**config.mk**
```make
export PLATFORM = sky130hd
export DESIGN_NAME = alu
export DESIGN_NICKNAME = d
export VERILOG_FILES = /design/src/rtl/alu.sv
export SDC_FILE = /design/constraint.sdc
export NUM_CORES = 1
export LEC_CHECK = 0
export ABC_AREA = 1
export CAP_MARGIN = 20
export CORE_MARGIN = 10
export CORE_UTILIZATION = 35
export DETAILED_ROUTE_END_ITERATION = 10
export MAX_ROUTING_LAYER = met4
export PLACE_DENSITY = 0.6
export SLEW_MARGIN = 20
export SYNTH_ARGS = -nofsm -noshare
export SYNTH_HDL_FRONTEND = slang
export SYNTH_SLANG_ARGS = --single-unit
```
**constraint.sdc**
```tcl
create_clock -name clk -period 3.5 [get_ports clk]
set_input_delay 0.7 -clock clk [delete_from_list [all_inputs] [get_ports clk]]
set_output_delay 0.7 -clock clk [all_outputs]
set_load 0.05 [all_outputs]
```
**src/rtl/alu.sv**
```systemverilog
// Registered 32-bit integer ALU for the execute stage, one operation per cycle.
// Optional multiply on opcode 1010 when ALU_MUL_EN is defined.
module alu #(
  parameter int WIDTH = 32
) (
  input  logic             clk,
  input  logic             rst,
  input  logic [WIDTH-1:0] rs1,
  input  logic [WIDTH-1:0] rs2,
  input  logic [3:0]       ALUop,
  output logic [WIDTH-1:0] result,
  output logic             zero
);

  localparam int SHW = $clog2(WIDTH);

  localparam logic [3:0] OP_ADD  = 4'b1001;
  localparam logic [3:0] OP_SUB  = 4'b0001;
  localparam logic [3:0] OP_XOR  = 4'b0010;
  localparam logic [3:0] OP_OR   = 4'b0011;
  localparam logic [3:0] OP_AND  = 4'b0100;
  localparam logic [3:0] OP_SLL  = 4'b0101;
  localparam logic [3:0] OP_SRL  = 4'b1101;
  localparam logic [3:0] OP_SRA  = 4'b1110;
  localparam logic [3:0] OP_SLT  = 4'b0110;
  localparam logic [3:0] OP_SLTU = 4'b0111;
`ifdef ALU_MUL_EN
  localparam logic [3:0] OP_MUL  = 4'b1010;
`endif

  logic [SHW-1:0]   shamt;
  logic [WIDTH-1:0] result_next;
  logic             zero_next;
  logic [WIDTH-1:0] result_reg;
  logic             zero_reg;

  assign shamt = rs2[SHW-1:0];

  // Reserved and unknown opcodes fall through to the zero default.
  always_comb begin
    result_next = '0;
    case (ALUop)
      OP_ADD:  result_next = rs1 + rs2;
      OP_SUB:  result_next = rs1 - rs2;
      OP_XOR:  result_next = rs1 ^ rs2;
      OP_OR:   result_next = rs1 | rs2;
      OP_AND:  result_next = rs1 & rs2;
      OP_SLL:  result_next = rs1 << shamt;
      OP_SRL:  result_next = rs1 >> shamt;
      OP_SRA:  result_next = $unsigned($signed(rs1) >>> shamt);
      OP_SLT:  result_next = {{(WIDTH-1){1'b0}}, ($signed(rs1) < $signed(rs2))};
      OP_SLTU: result_next = {{(WIDTH-1){1'b0}}, (rs1 < rs2)};
`ifdef ALU_MUL_EN
      OP_MUL:  result_next = rs1 * rs2;
`endif
      default: result_next = '0;
    endcase
  end

  // Flag derives from the value being loaded, so it always matches result.
  assign zero_next = (result_next == '0);

  always_ff @(posedge clk) begin
    if (rst) begin
      result_reg <= '0;
      zero_reg   <= 1'b1;
    end else begin
      result_reg <= result_next;
      zero_reg   <= zero_next;
    end
  end

  assign result = result_reg;
  assign zero   = zero_reg;

endmodule

```
Word-level counts from Yosys, hierarchy flattened
Index checks and enable logic that the tools add are counted.

Reductions and logical operators: 1. Div/mod/pow operators: 0. Eq/ne operators: 10. Multiply operators: 0. Multiplexer cells: 1. Bitwise logic cells: 3. Add/subtract/negate cells: 2. Shift operators: 3. Magnitude comparators: 2.

Operator list (count): one-hot mux 32 bit (10 select lines) (1); < comparator 32 bit (2); adder 32 bit (1); bitwise AND 32 bit (1); zero test 32 bit (1); bitwise OR 32 bit (1); left shift 32 x 5 -> 32 bit (1); >> shifter 32 x 5 -> 32 bit (1); >>> shifter 32 x 5 -> 32 bit (1); subtractor 32 bit (1); bitwise XOR 32 bit (1); equality test 4 x 3 -> 1 bit, second input constant (4); equality test 4 bit, second input constant (3); equality test 4 x 2 -> 1 bit, second input constant (2); equality test 4 x 1 -> 1 bit, second input constant (1).

Bits of input ports: 70. Bits in latches: 0. Bits in registers: 33. Memories kept: 0. Memory bits (read-only): 0. Memory bits (writable): 0.

Longest topological paths before layout
Gate-level depths: netlist of the first run.

Depth after elaboration: 3. Depth in mapped cells: 25.

Worst setup path after synthesis of the first run
Ideal clock, no wire load.

Path type: input -> register. Start: input rs2[2]. End: register zero_reg (netlist: zero). Data required time: 3.440 ns. Setup slack: 0.463 ns. Stages: 25. Arrival: 2.977 ns. Path through: buf_2 inv_2 buf_2 buf_2 ha_1 buf_6 inv_1 nand2_1 nand2_1 nand3_1 nand2_1 nand2_1 nand2_1 nand2_1 nand2_1 nand2_1 nand3_1 nand2_1 nor2_1 nand2_1 inv_1 nand2_1 nor2_1 nand3_1 nand2_1.

Cells in the longest elaborated chain, start to end: 3. Elaborated cells on any way between the ends: 12. Classes of those cells: 2 x add/sub; 2 x order compare; 3 x shift; 1 x mux; 3 x bitwise; 1 x reduce/logical.

Ends and longest elaborated chain: from (decl) (line 9) `input logic [WIDTH-1:0] rs2,`; subtractor 32 bit, or another cell as far along (line 44) `OP_SUB: result_next = rs1 - rs2;`; one-hot mux 32 bit (10 select lines) (*) (line 42) `case (ALUop)`; zero test 32 bit (*) (line 61) `assign zero_next = (result_next == '0);`; to (signal assigned) (line 69) `zero_reg <= zero_next;`; to (decl) (line 35) `logic zero_reg;`.

Mark *: on every way between the ends. The rest lies on a longest branch, timed or not. A chain may end at the register's enable or synchronous reset.

Worst setup path after layout of the first run
Start: input rs2[18]. End: register zero_reg (netlist: zero).

Cells in the longest elaborated chain, start to end: 3. Elaborated cells on any way between the ends: 9. Classes of those cells: 2 x add/sub; 2 x order compare; 1 x mux; 3 x bitwise; 1 x reduce/logical.

Ends and longest elaborated chain (line): subtractor 32 bit, or another cell as far along (44); one-hot mux 32 bit (10 select lines) (*) (42); zero test 32 bit (*) (61).

Marked as above.

==> results of run 1 <==
==> worst max path at each step <==
stage                 start         endpoint  slack [ns]
finish              rs2[18]  zero$_SDFF_PP1_        0.05
global route        rs2[23]  zero$_SDFF_PP1_       -0.03
floorplan            rs2[2]  zero$_SDFF_PP1_        0.46
detailed placement   rs1[0]  zero$_SDFF_PP1_       -0.49
CTS                  rs1[0]  zero$_SDFF_PP1_       0.004
global placement     rs1[0]  zero$_SDFF_PP1_       -0.49
==> synth_stat cells, types with 10 or more instances <==
| cell type | instances | area, um2 |
|---|---|---|
| nand3_1 | 484 | 2420 |
| a31oi_1 | 11 | 68.8 |
| inv_2 | 10 | 37.5 |
| nor2_1 | 220 | 826 |
| nand2_1 | 726 | 2730 |
| clkbuf_1 | 21 | 78.8 |
| dfxtp_1 | 33 | 661 |
| ha_1 | 99 | 1240 |
| nand4_1 | 28 | 175 |
| inv_1 | 310 | 1160 |
| nor3_1 | 22 | 110 |
| o22ai_1 | 25 | 156 |
| o21ai_0 | 29 | 145 |
| o211ai_1 | 11 | 82.6 |
| buf_2 | 46 | 230 |
| nand2_2 | 14 | 87.6 |
| a21oi_1 | 72 | 360 |
| buf_1 | 11 | 41.3 |
| buf_4 | 10 | 75.1 |
==> power breakdown <==
part           internal [uW]  switching, uW
clock network            355            164
registers                404           7.64
logic                    996           1580
==> cell type report <==
class	instances	area (um2)	share of cell area, %
multi-input combinational	1795	9200	58.0
timing repair buffer	500	4110	25.9
inverter	321	1210	7.61
sequential	33	661	4.17
tap	402	503	3.17
clock buffer	6	139	0.876
clock inverter	2	37.5	0.237
==> metal layers <==
layer | vias to the layer above | share of wire [%] | track usage, %
met1 | 7786 | 42 | 42.9
li1 | 8025 | - | -
met4 | 0 | 4.2 | 11.4
met2 | 930 | 45 | 52.9
met3 | 123 | 8.7 | 3.45
met5 | - | 0 | -
==> per-stage QoR <==
step | util (%) | setup slack, ns
final | 50.3 | 0.0516
after global routing | 50.3 | -0.0280
after CTS | 49.1 | 0.00379
after detailed placement | 48.3 | -0.487
after global placement | 48.3 | -0.487
after floorplan | - | 0.463
==> worst max-delay path, cell delays in order <==
cell	delay (ns)
clkdlybuf4s50_1	0.60
inv_1	0.10
ha_2	0.34
nor2_1	0.18
inv_1	0.09
nor2_2	0.20
nand2_1	0.13
nor3_1	0.14
buf_4	0.13
nand2_2	0.06
buf_4	0.13
nand3_1	0.17
nand3_1	0.15
nand3_1	0.12
nor2_1	0.04
nand2_1	0.12
nor2_1	0.07
nand3_1	0.08
nand2_1	0.05
==> what timing repair did <==
| item | 4_1_cts | 5_1_grt |
|---|---|---|
| pin swaps | 0 | 9 |
| setup endpoints to repair | 3 | 9 |
| hold endpoints to repair | 0 | 0 |
| buffers inserted | 0 | 5 |
| resized for setup | 20 | 91 |
==> logic make-up (layout without fill, tap and decap cells) <==
group | count (synthesis) | count (layout) | share of synthesized area (%)
AND/OR/NAND/NOR | 1529 | 1529 | 59.2
buffers and inverters | 416 | 829 | 15.2
AO/OA/AOI/OAI | 165 | 165 | 8.29
adder cells (fa/ha/maj) | 101 | 101 | 11.4
flip-flops | 33 | 33 | 5.91
==> metrics.md, run 1 <==
| Metric | Value |
|---|---|
| Root buf cell | clkbuf_16 |
| Post-route design area | 0.0159 mm2 |
| Inst Count DP | 3,046 |
| Pin count of the biggest net entering global routing | 71 |
| Antenna viol nets, final | 0 |
| Sink Count | 33 |
| # setup viols final | 0 |
| Post-CTS Hold Fix Bufs | 0 |
| Hold Path End | result[21]$_SDFF_PP0_ |
| Most common cell after layout, fill and taps aside | nand2_1 |
| Post-route setup TNS | 0 ns |
| Slew headroom | between 40% and 50% |
| Critical hold path startpoint | rst |
| Row count | between 60 and 70 |
| Drt drc | 0 |
| Period utilisation layout | 98.5% |
| Post-synth EDFFs | 0 |
| Lkg Pwr | 0.00879 uW |
| Num CTS Buffers | 5 |
| Largest register FFs | 32 |
| H-tree depth | 2 |
| ANT cells | 0 |
| Gr usage total | between 30% and 40% |
| DP Wirelength | between 50 and 60 mm |
| Antenna violations before repair | 0 |
| Asr flop ratio synth | 0% |
| First-pass GRT wire length | roughly 95 mm |
| Synth cell types | 40 |
| Routed WL | 66.3 mm |
| Slew @ Worst Pin | between 0.7 and 0.8 ns |
| Bufs on Longest Clock Path | 2 |
| Synthesized area | approximately 0.011 mm2 |
| MaxCap Viol Count | 0 |
| Avg WL per Cell | roughly 22 um |
| Worst hold path type | input pin to register |
| Pins over their slew limit | 0 |
| Via/cell ratio | 5.51 |
| Synthesized Nets | 2,415 |
| Run status | complete, no violations |
| Core ar. | about 0.032 mm2 |
| Synth-to-layout area growth | 41.8% |
| First-pass iteration count of the detailed router | 6 |
| CP endpoint kind | register |
| Grt ovf | 0 |
| # IOs | 103 |
| GPL Wtd Cong | 1.07 |
| Worst-path clk slew | ~0.05 ns |
| Die height | between 150 and 200 um |
| Required time worst endpoint | 3.67 ns |
| Total chip power | between 3000 and 4000 uW |
| Worst hold-check slack | ~1.2 ns |
| Post-synth top flop | dfxtp_1 |
| Arr. time, crit path | about 3.6 ns |
| Post-synthesis register bit count | 33 |
| Final nets | 2,827 |
| Critical Path Source Type | input pin |
| Die area | 0.0395 mm2 |
| PD cells | ~220 mW/mm2 |
| Peak supply drop | roughly 0.24 mV |
| Die Wd | slightly below 200 um |
| Post-Syn Instances | about 2,200 |
| Synthesized area per cell | approximately 5.0 um2 |
| Number of global-route vias before repair | ~16,000 |
| Final Hold Viols | 0 |
| I/O Buffers | approximately 100 |
| CTS tree | done |
| Setup CP Type | input pin to register |
| Share of cells above drive strength 1 | ~20% |
| Worst Path Max Fanout | 6 |
| Initial core utilization | between 30% and 40% |
| Commonest non-fill, non-tap cells in the layout | 709 x nand2_1, 478 x nand3_1, 389 x buf_4, 308 x inv_1, 192 x nor2_1 |
| Hold path depth | 3 |
| Seq/Total Area, Yosys | under 10% |
| Fill count | around 3,500 |
| Final non-filler cell total | about 3,100 |
| DRT iter0 DRCs | 1,999 |
| YS warnings | 0 |
| Placed inst area | between 0.015 and 0.02 mm2 |
| Min Tclk post-route | 3.45 ns |
| Fmax | just under 300 MHz |
| Vias after detailed routing | around 17,000 |
No activity file was read; power rests on OpenSTA's default activity.
==> run 2, diff against run 1 <==
- MAX_ROUTING_LAYER: met4 -> not set
==> metrics.md, run 2 (synthesized netlist as in run 1, its figures left out) <==
| Metric | Value |
|---|---|
| GPL Wtd Cong | roughly 1.1 |
| Core ar. | roughly 0.032 mm2 |
| Die height | approximately 200 um |
| Layer with the highest usage | met2 |
| Period utilisation layout | a little over nine tenths |
| # setup viols final | 0 |
| H-tree depth | 2 |
| First-pass GRT wire length | 95.1 mm |
| Critical Path, Cell by Cell | clkdlybuf4s50_1, inv_1, ha_2, buf_4, nand2_1, nor2_1, nand2_1, nand2_2, nand2_1, nand2_2, buf_4, nand2_1, nand3_1, nand3_2, nor2_2, nand2_1, nor2_1, nand2_1, nor2_2, nand3_1, nand2_1 |
| Post-layout util | 50.2% |
| Most common cell after layout, fill and taps aside | nand2_1 |
| M3 GR Usage | about 5.3% |
| Crit-path slowest cell | clkdlybuf4s50_1 |
| Slew @ Worst Pin | roughly 0.80 ns |
| Via/cell ratio | roughly 5.4 |
| DRT iter0 DRCs | 1,898 |
| Bufs on Longest Clock Path | 2 |
| Final nets | between 2,000 and 3,000 |
| Avg WL per Cell | 21.6 um |
| Critical Path Source Type | input pin |
| Most used cell along the critical path | nand2_1 |
| MaxCap Viol Count | 0 |
| First-pass iteration count of the detailed router | 7 |
| I/O Buffers | 102 |
| Crit-path max cell delay | roughly 0.5 ns |
| Antenna violations before repair | 0 |
| Commonest non-fill, non-tap cells in the layout | 711 x nand2_1, 476 x nand3_1, 388 x buf_4, 309 x inv_1, 187 x nor2_1 |
| Number of global-route vias before repair | 15,600 |
| Lkg Pwr | 0.00882 uW |
| CP endpoint kind | register |
| Worst-path clk slew | ~0.05 ns |
| Sink Count | 33 |
| Gr usage total | 32.2% |
| Fmax | 296 MHz |
| ANT cells | 0 |
| Root buf cell | clkbuf_16 |
| Grt ovf | 0 |
| Pins over their slew limit | 0 |
| Die area | between 0.03 and 0.04 mm2 |
| Synth-to-layout area growth | 41.7% |
| Min Tclk post-route | between 3 and 4 ns |
| Worst hold-check slack | approximately 1.2 ns |
| Die Wd | between 150 and 200 um |
| Antenna viol nets, final | 0 |
| CTS tree | done |
| Share of cells above drive strength 1 | between 20% and 30% |
| Pin count of the biggest net entering global routing | slightly above 70 |
| Required time worst endpoint | roughly 3.7 ns |
| PD cells | about 210 mW/mm2 |
| Initial core utilization | 35.4% |
| Met2 Use GR | 52.6% |
| Routed WL | around 66 mm |
| Setup CP Type | input pin to register |
| M1 GR Usage | 41.8% |
| Row count | 65 |
| # IOs | ~100 |
| Num CTS Buffers | 5 |
| Worst Path Max Fanout | 5 |
| Run status | complete, no violations |
| Final Hold Viols | 0 |
| Critical path buffers and inverters | 4 |
| Critical path's top delay family | simple AND/OR/NAND/NOR gates |
| Worst hold path type | input pin to register |
| Largest register FFs | 32 |
| Arr. time, crit path | ~3.6 ns |
| Slew headroom | 46.6% |
| Drt drc | 0 |
| DP Wirelength | 56.4 mm |
| Peak supply drop | 0.171 mV |
| Vias after detailed routing | between 15,000 and 20,000 |
[run 2: cell count changes in the layout (fill, tap and decap cells not counted), sizes merged]
cell / previous run / this run
clkinv: 0 / 1
bufinv: 1 / 0
clkinvlp: 1 / 0
dlygate4sd2: 0 / 2
clkdlybuf4s50: 95 / 91
clkbuf: 6 / 5
dlymetal6s2s: 4 / 6
[run 2: repair_timing]
item                       CTS  global route
setup buffers                1             4
hold buffers                 0             0
gates resized for setup     42            71
pin swaps                    1             7
setup endpoints to repair    2             7
[run 2: power breakdown]
part | total, uW | internal, uW | switching, uW
combinational | 2590 | 1000 | 1590
clock | 398 | 253 | 145
sequential | 413 | 405 | 8.32
total | 3400 | 1660 | 1740
[run 2: area by class of cell]
type | count | area (um2)
Fill cell | 3485 | 15700
Multi-Input combinational cell | 1795 | 9220
Timing Repair Buffer | 500 | 4130
Inverter | 321 | 1210
Sequential cell | 33 | 661
Tap cell | 402 | 503
Clock buffer | 5 | 125
Clock inverter | 1 | 5.00
[run 2: worst paths after layout]
kind   start               to  slack [ns]  depth (start not counted)
min      rst  zero$_SDFF_PP1_        1.20                          3
max   rs1[4]  zero$_SDFF_PP1_        0.13                         21
[run 2: layer usage]
layer / vias up / wire (um) / part of all wire (%)
li1: 8024 / - / -
met1: 7693 / 27900 / 42
met2: 779 / 29900 / 45
met3: 101 / 5730 / 8.7
met4: 0 / 2490 / 3.8
met5: - / 0 / 0
[run 2: per-stage QoR]
stage / setup TNS (ns) / area, um2 / setup slack [ns] / cells / total power (uW)
floorplan: 0 / 11200 / 0.463 / 2244 / 1640
global placement: -4.28 / 15300 / -0.747 / 3046 / 2860
detailed placement: -3.87 / 15300 / -0.721 / 3046 / 2850
CTS: 0 / 15500 / 0.00311 / 3053 / 3280
global route: -0.0164 / 15900 / -0.0164 / 3057 / 3600
finish: 0 / 15900 / 0.127 / 3057 / 3400
==> edit 1: new RTL, settings of run 2 <==
The parameter `WIDTH` goes from 32 to 16.
--- a/src/rtl/alu.sv
+++ b/src/rtl/alu.sv
@@ -3,3 +3,3 @@
 module alu #(
-  parameter int WIDTH = 32
+  parameter int WIDTH = 16
 ) (
Ports: changed (resized result, rs1 and rs2); port bits go from 103 to 55. No check against the original RTL was run, so the function may have changed too.
==> edit 1 against run 2 <==
Synthesized cell count is 55% lower; area after synthesis is 56% lower; routed wire length is 69% lower; first-iteration DRC count is 70% lower; sequential cell count is 16 lower; power is 63% lower; non-clock buffer count is 409 lower; final cell count is 59% lower; final area is 63% lower; worst setup slack better by 0.39 ns; critical endpoint unchanged.
==> edit 1: results (changes against run 2) <==
================================================================================
Run status                                                          finished clean   unchanged
Resize count post-CTS                                                          0   was 42
Antenna cell count                                                             0   unchanged
CTS clock-pin slew for the worst setup and hold paths                    0.05 ns   about the same
Maximum number of pins on one net before global-route repair                  37   was 71
Port bufs                                                                     54   was 102
Worst-case vdd ir drop                                                  0.117 mV   was 0.171 mV
Share of layout cells above drive strength 1                               5.82%   was 20.2%
Wire length of the first global-routing pass                            31900 µm   was 95100 µm
Via count of the first global-routing pass                                  5859   was 15600
Violation count after the first detailed-routing iteration                   573   was 1898
HPWL reported at the end of detailed placement                          17300 µm   was 56400 µm
Max-capacitance violation count                                                0   unchanged
Beginning of the worst hold path                                          rs2[3]   was rst
Startpoint of the most critical setup path                                rs2[0]   was rs1[4]
Clock Tree Root                                                     sky130_fd_sc_hd__clkbuf_16   unchanged
Vias after detailed routing                                                 6341   was 16600
CTS H-tree depth                                                               1   was 2
Max reg flops                                                                 16   was 32
Number of buffers inserted to repair setup after CTS                           0   was 1
# nets final                                                                1156   was 2827
Number of clock buffers inserted by TritonCTS                                  3   was 5
Placed instance area                                                 0.00582 mm²   was 0.0153 mm²
Number of synthesis warnings                                                   0   unchanged
Number of antenna violations at the first check in global routing              0   unchanged
Most area-consuming cells after synthesis                           sky130_fd_sc_hd__nand2_1, sky130_fd_sc_hd__nand3_1, sky130_fd_sc_hd__ha_1   unchanged
Final RePlAce weighted congestion                                           1.01   was 1.13
Data arrival, critical path                                              3.17 ns   was 3.59 ns
Cell variety after synth                                                      30   was 40
Total Wirelength                                                        20400 µm   was 66000 µm
Number of iterations in the first detailed-routing pass                        5   was 7
Tightest Hold Check Type                                            primary input to flop   unchanged
Normalized max-slew margin                                                 46.3%   was 46.6%
Most frequent cells after synthesis                                 sky130_fd_sc_hd__nand2_1, sky130_fd_sc_hd__nand3_1, sky130_fd_sc_hd__inv_1   unchanged
Prevailing post-synth register cell                                 sky130_fd_sc_hd__dfxtp_1   unchanged
Share of the yosys chip area belonging to registers                        6.91%   was 5.91%
Biggest fanout along the worst timing path                                     4   was 5
Number of nets produced by synthesis                                        1091   was 2415
Static Leakage                                                        0.00340 µW   was 0.00882 µW
Total routing resource utilization after global routing                    20.1%   was 32.2%
================================================================================
==> edit 1: cell count changes in the layout (fill, tap and decap cells not counted), sizes merged, moves of 18 or more <==
| cell | before | now |
|---|---|---|
| nand2 | 742 | 374 |
| nand3 | 488 | 170 |
| inv | 321 | 154 |
| nor2 | 231 | 121 |
| nor3 | 24 | 4 |
| nand4 | 28 | 10 |
| clkdlybuf4s50 | 91 | 54 |
| a21oi | 72 | 31 |
| ha | 99 | 49 |
| buf | 401 | 37 |
| o22ai | 25 | 4 |
==> edit 1: layer usage <==
metal / global-route usage [%] / share of wire [%]
met5: 0 / 0
met4: 7.47 / 3.5
met3: 1.61 / 6.7
met2: 33.6 / 45
met1: 26.3 / 45
==> edit 1: critical path: stages <==
cell and delay [ns]:
sky130_fd_sc_hd__clkdlybuf4s50_1 0.56, sky130_fd_sc_hd__ha_1 0.24, sky130_fd_sc_hd__inv_1 0.08, sky130_fd_sc_hd__fa_1 0.38, sky130_fd_sc_hd__inv_1 0.06, sky130_fd_sc_hd__nand2_1 0.06, sky130_fd_sc_hd__nand2_1 0.10, sky130_fd_sc_hd__nand2_1 0.07
sky130_fd_sc_hd__inv_1 0.09, sky130_fd_sc_hd__nand2_1 0.07, sky130_fd_sc_hd__nand2_1 0.07, sky130_fd_sc_hd__nand2_1 0.04, sky130_fd_sc_hd__nand3_1 0.08, sky130_fd_sc_hd__o21ai_0 0.10, sky130_fd_sc_hd__nor2_1 0.17, sky130_fd_sc_hd__nand2_1 0.08
sky130_fd_sc_hd__nor2_1 0.10, sky130_fd_sc_hd__nand3_1 0.08, sky130_fd_sc_hd__nand2_1 0.07
==> edit 1: cell families (layout without fill, tap and decap cells) <==
group | Yosys count | in the layout | synth area share (%)
flops | 17 | 17 | 6.91
fa+ha+maj | 51 | 51 | 13.3
compound gates | 61 | 61 | 6.58
simple gates | 688 | 688 | 58.4
buf+inv | 185 | 249 | 14.9
==> edit 1: power breakdown <==
| group | internal, µW | switching [µW] | total, µW |
|---|---|---|---|
| Clock | 153 | 72.7 | 225 |
| Sequential | 209 | 3.55 | 212 |
| Combinational | 272 | 535 | 807 |
| Total | 633 | 612 | 1240 |
==> edit 1: worst paths after layout <==
check | cells past startpoint | to | slack (ns)
worst max-delay path | 19 | zero | 0.52
worst min-delay path | 4 | result[1] | 1.36
==> edit 1: metrics by stage <==
step	std cells	setup slack [ns]
after floorplan	1002	0.794
after global placement	1242	0.320
after detailed placement	1242	0.275
after CTS	1246	0.542
after global routing	1246	0.215
final	1246	0.518
==> edit 1: layout make-up <==
type	count	area, µm²
flip-flops and latches	17	340
multi-input cells	800	3850
inverters	154	578
repair buffers	91	818
clock inverters	1	5.00
well taps	180	225
fillers	1580	7930
clock buffers	3	75.1
==> edit 2: new RTL, flow settings as in run 2 <==
Without the edit above. Make the reset (`rst`) asynchronous in one clocked block.
--- a/src/rtl/alu.sv
+++ b/src/rtl/alu.sv
@@ -62,3 +62,3 @@
 
-  always_ff @(posedge clk) begin
+  always_ff @(posedge clk or posedge rst) begin
     if (rst) begin
Behaviour: differs if rst is asserted again (counterexample within 4 cycles, from zero or initial values and one cycle with rst high); with rst held inactive, the same outputs for 10 cycles.
==> edit 2 against run 2 <==
Hold slack lost 0.40 ns; routed wire length is 1.2% lower; worst setup slack worse by 0.021 ns; critical path depth unchanged; sequential share of layout area up 1.0 points; final area increased by 0.19%; area after synthesis is essentially flat; power grew 4.5%; sequential cell count did not move; count of clock-buffer cells in the layout did not move; final cell count decreased by 0.92%; synthesized cell count fell by 3.0%; critical endpoint is now zero.
==> edit 2: results (changes against run 2) <==
=================================================================================================================
Slew at the pin closest to its max-slew limit                                                            0.609 ns   was 0.800 ns
Most area-consuming cells after synthesis                                                            sky130_fd_sc_hd__nand2_1, sky130_fd_sc_hd__nand3_1, sky130_fd_sc_hd__ha_1   unchanged
Share of the yosys chip area belonging to registers                                                         7.40%   was 5.91%
Worst-case vdd ir drop                                                                                   0.158 mV   was 0.171 mV
Static Leakage                                                                                         0.00897 µW   was 0.00882 µW
Most frequent cells after synthesis                                                                  sky130_fd_sc_hd__nand2_1, sky130_fd_sc_hd__nand3_1, sky130_fd_sc_hd__inv_1   unchanged
Number of iterations in the first detailed-routing pass                                                         6   was 7
Share of layout cells above drive strength 1                                                                21.1%   was 20.2%
Setup Slack @ Placement                                                                                 -0.752 ns   was -0.721 ns
Clock Path Buffers                                                                                              2   unchanged
Violation count after the first detailed-routing iteration                                                   1691   was 1898
XOR/XNOR share of the synthesized area                                                                     0.157%   was 0%
Total routing resource utilization after global routing                                                     32.3%   was 32.2%
Arithmetic-cell share of the synthesized area counting full adders, half adders and majority gates          11.4%   about the same
Synth Area in Compound Gates                                                                                9.39%   was 8.29%
Routed via count divided by cell count                                                                       5.45   was 5.43
Total Wirelength                                                                                         65200 µm   was 66000 µm
Fraction of met3 tracks used by global routing                                                              4.19%   was 5.29%
Data arrival, critical path                                                                               3.62 ns   was 3.59 ns
Met2 Resource Use GR                                                                                        51.1%   was 52.6%
Final RePlAce weighted congestion                                                                            1.01   was 1.13
Wire length of the first global-routing pass                                                             95700 µm   was 95100 µm
# nets final                                                                                                 2797   was 2827
Mapped Avg Cell Area                                                                                     5.13 µm²   was 4.98 µm²
Proportion of register bits with asynchronous set or reset after synthesis                                   100%   was 0%
Tightest Hold Check Type                                                                             primary input to asynchronous set/reset pin   was primary input to flop
Number of nets produced by synthesis                                                                         2348   was 2415
Cell variety after synth                                                                                       45   was 40
Via count of the first global-routing pass                                                                  15500   was 15600
Routed WL per cell                                                                                        21.5 µm   was 21.6 µm
Number of filler instances in the final layout                                                               3475   was 3485
Biggest fanout along the worst timing path                                                                      5   unchanged
GR Util met1                                                                                                43.8%   was 41.8%
Run status                                                                                           finished clean   unchanged
Prevailing post-synth register cell                                                                  sky130_fd_sc_hd__dfrtp_1   was sky130_fd_sc_hd__dfxtp_1
Min cycle time layout                                                                                     3.39 ns   was 3.37 ns
Maximum number of pins on one net before global-route repair                                                   66   was 71
Total placed cells including tap cells                                                                       3019   was 3046
HPWL reported at the end of detailed placement                                                           56300 µm   was 56400 µm
=================================================================================================================
-- edit 2: cell count changes after synthesis, sizes merged, moves of 4 or more --
cell    before  now
dfrtp        0   32
o211ai      11   21
a31oi       11    3
nor2       231  206
o21bai       6   10
nand3      488  437
clkbuf      23   15
o21ai       35   44
dfxtp       33    0
a21oi       72   67
-- edit 2: path summary, 6_finish.rpt --
kind,startpoint,endpoint,cells past startpoint
min in group clk,rs2[11],result[11],8
max in group asynchronous,rst,zero,3
max,rs1[15],zero,21
min,rst,result[29],3
-- edit 2: logic make-up (layout without fill, tap and decap cells) --
group / count (synthesis) / in the layout
buffers and inverters: 412 / 862
flip-flops: 33 / 33
adder cells (fa/ha/maj): 101 / 101
AO/OA/AOI/OAI: 179 / 179
XOR/XNOR: 2 / 2
AND/OR/NAND/NOR: 1450 / 1450
-- edit 2: metal layers --
layer / vias to the layer above / part of all wire (%) / routed length, µm
li1: 7848 / - / -
met1: 7699 / 44 / 28900
met2: 843 / 43 / 28200
met3: 119 / 8.4 / 5450
met4: 0 / 4.0 / 2600
met5: - / 0 / 0
-- edit 2: metrics by stage --
stage	instance area, µm²	hold WS, ns
final	15900	0.799
after global routing	15900	0.870
after CTS	15700	0.818
after detailed placement	15500	1.13
after global placement	15500	1.12
after floorplan	11200	0.828
-- edit 2: what timing repair did --
item,CTS,global route
pin swaps,3,2
resized for setup,20,48
buffers inserted,1,1
setup endpoints to repair,1,1
hold buffers,0,0
-- edit 2: layout make-up --
class	count	area [µm²]	area share [%]
Inverter	325	1220	7.70
Timing Repair Buffer	529	4330	27.2
Tap cell	402	503	3.17
Sequential cell	33	827	5.21
Clock inverter	3	17.5	0.110
Clock buffer	5	125	0.788
Multi-Input combinational cell	1732	8860	55.8
-- edit 2: tightest hold or removal path: cells and delay by family --
family	cells	cell delay (ns)
buf+inv	3	0.83
-- edit 2: where the power goes --
| part | switching, µW | internal [µW] |
|---|---|---|
| combinational | 1630 | 1030 |
| clock | 193 | 261 |
| sequential | 12.0 | 426 |
| total | 1840 | 1720 |
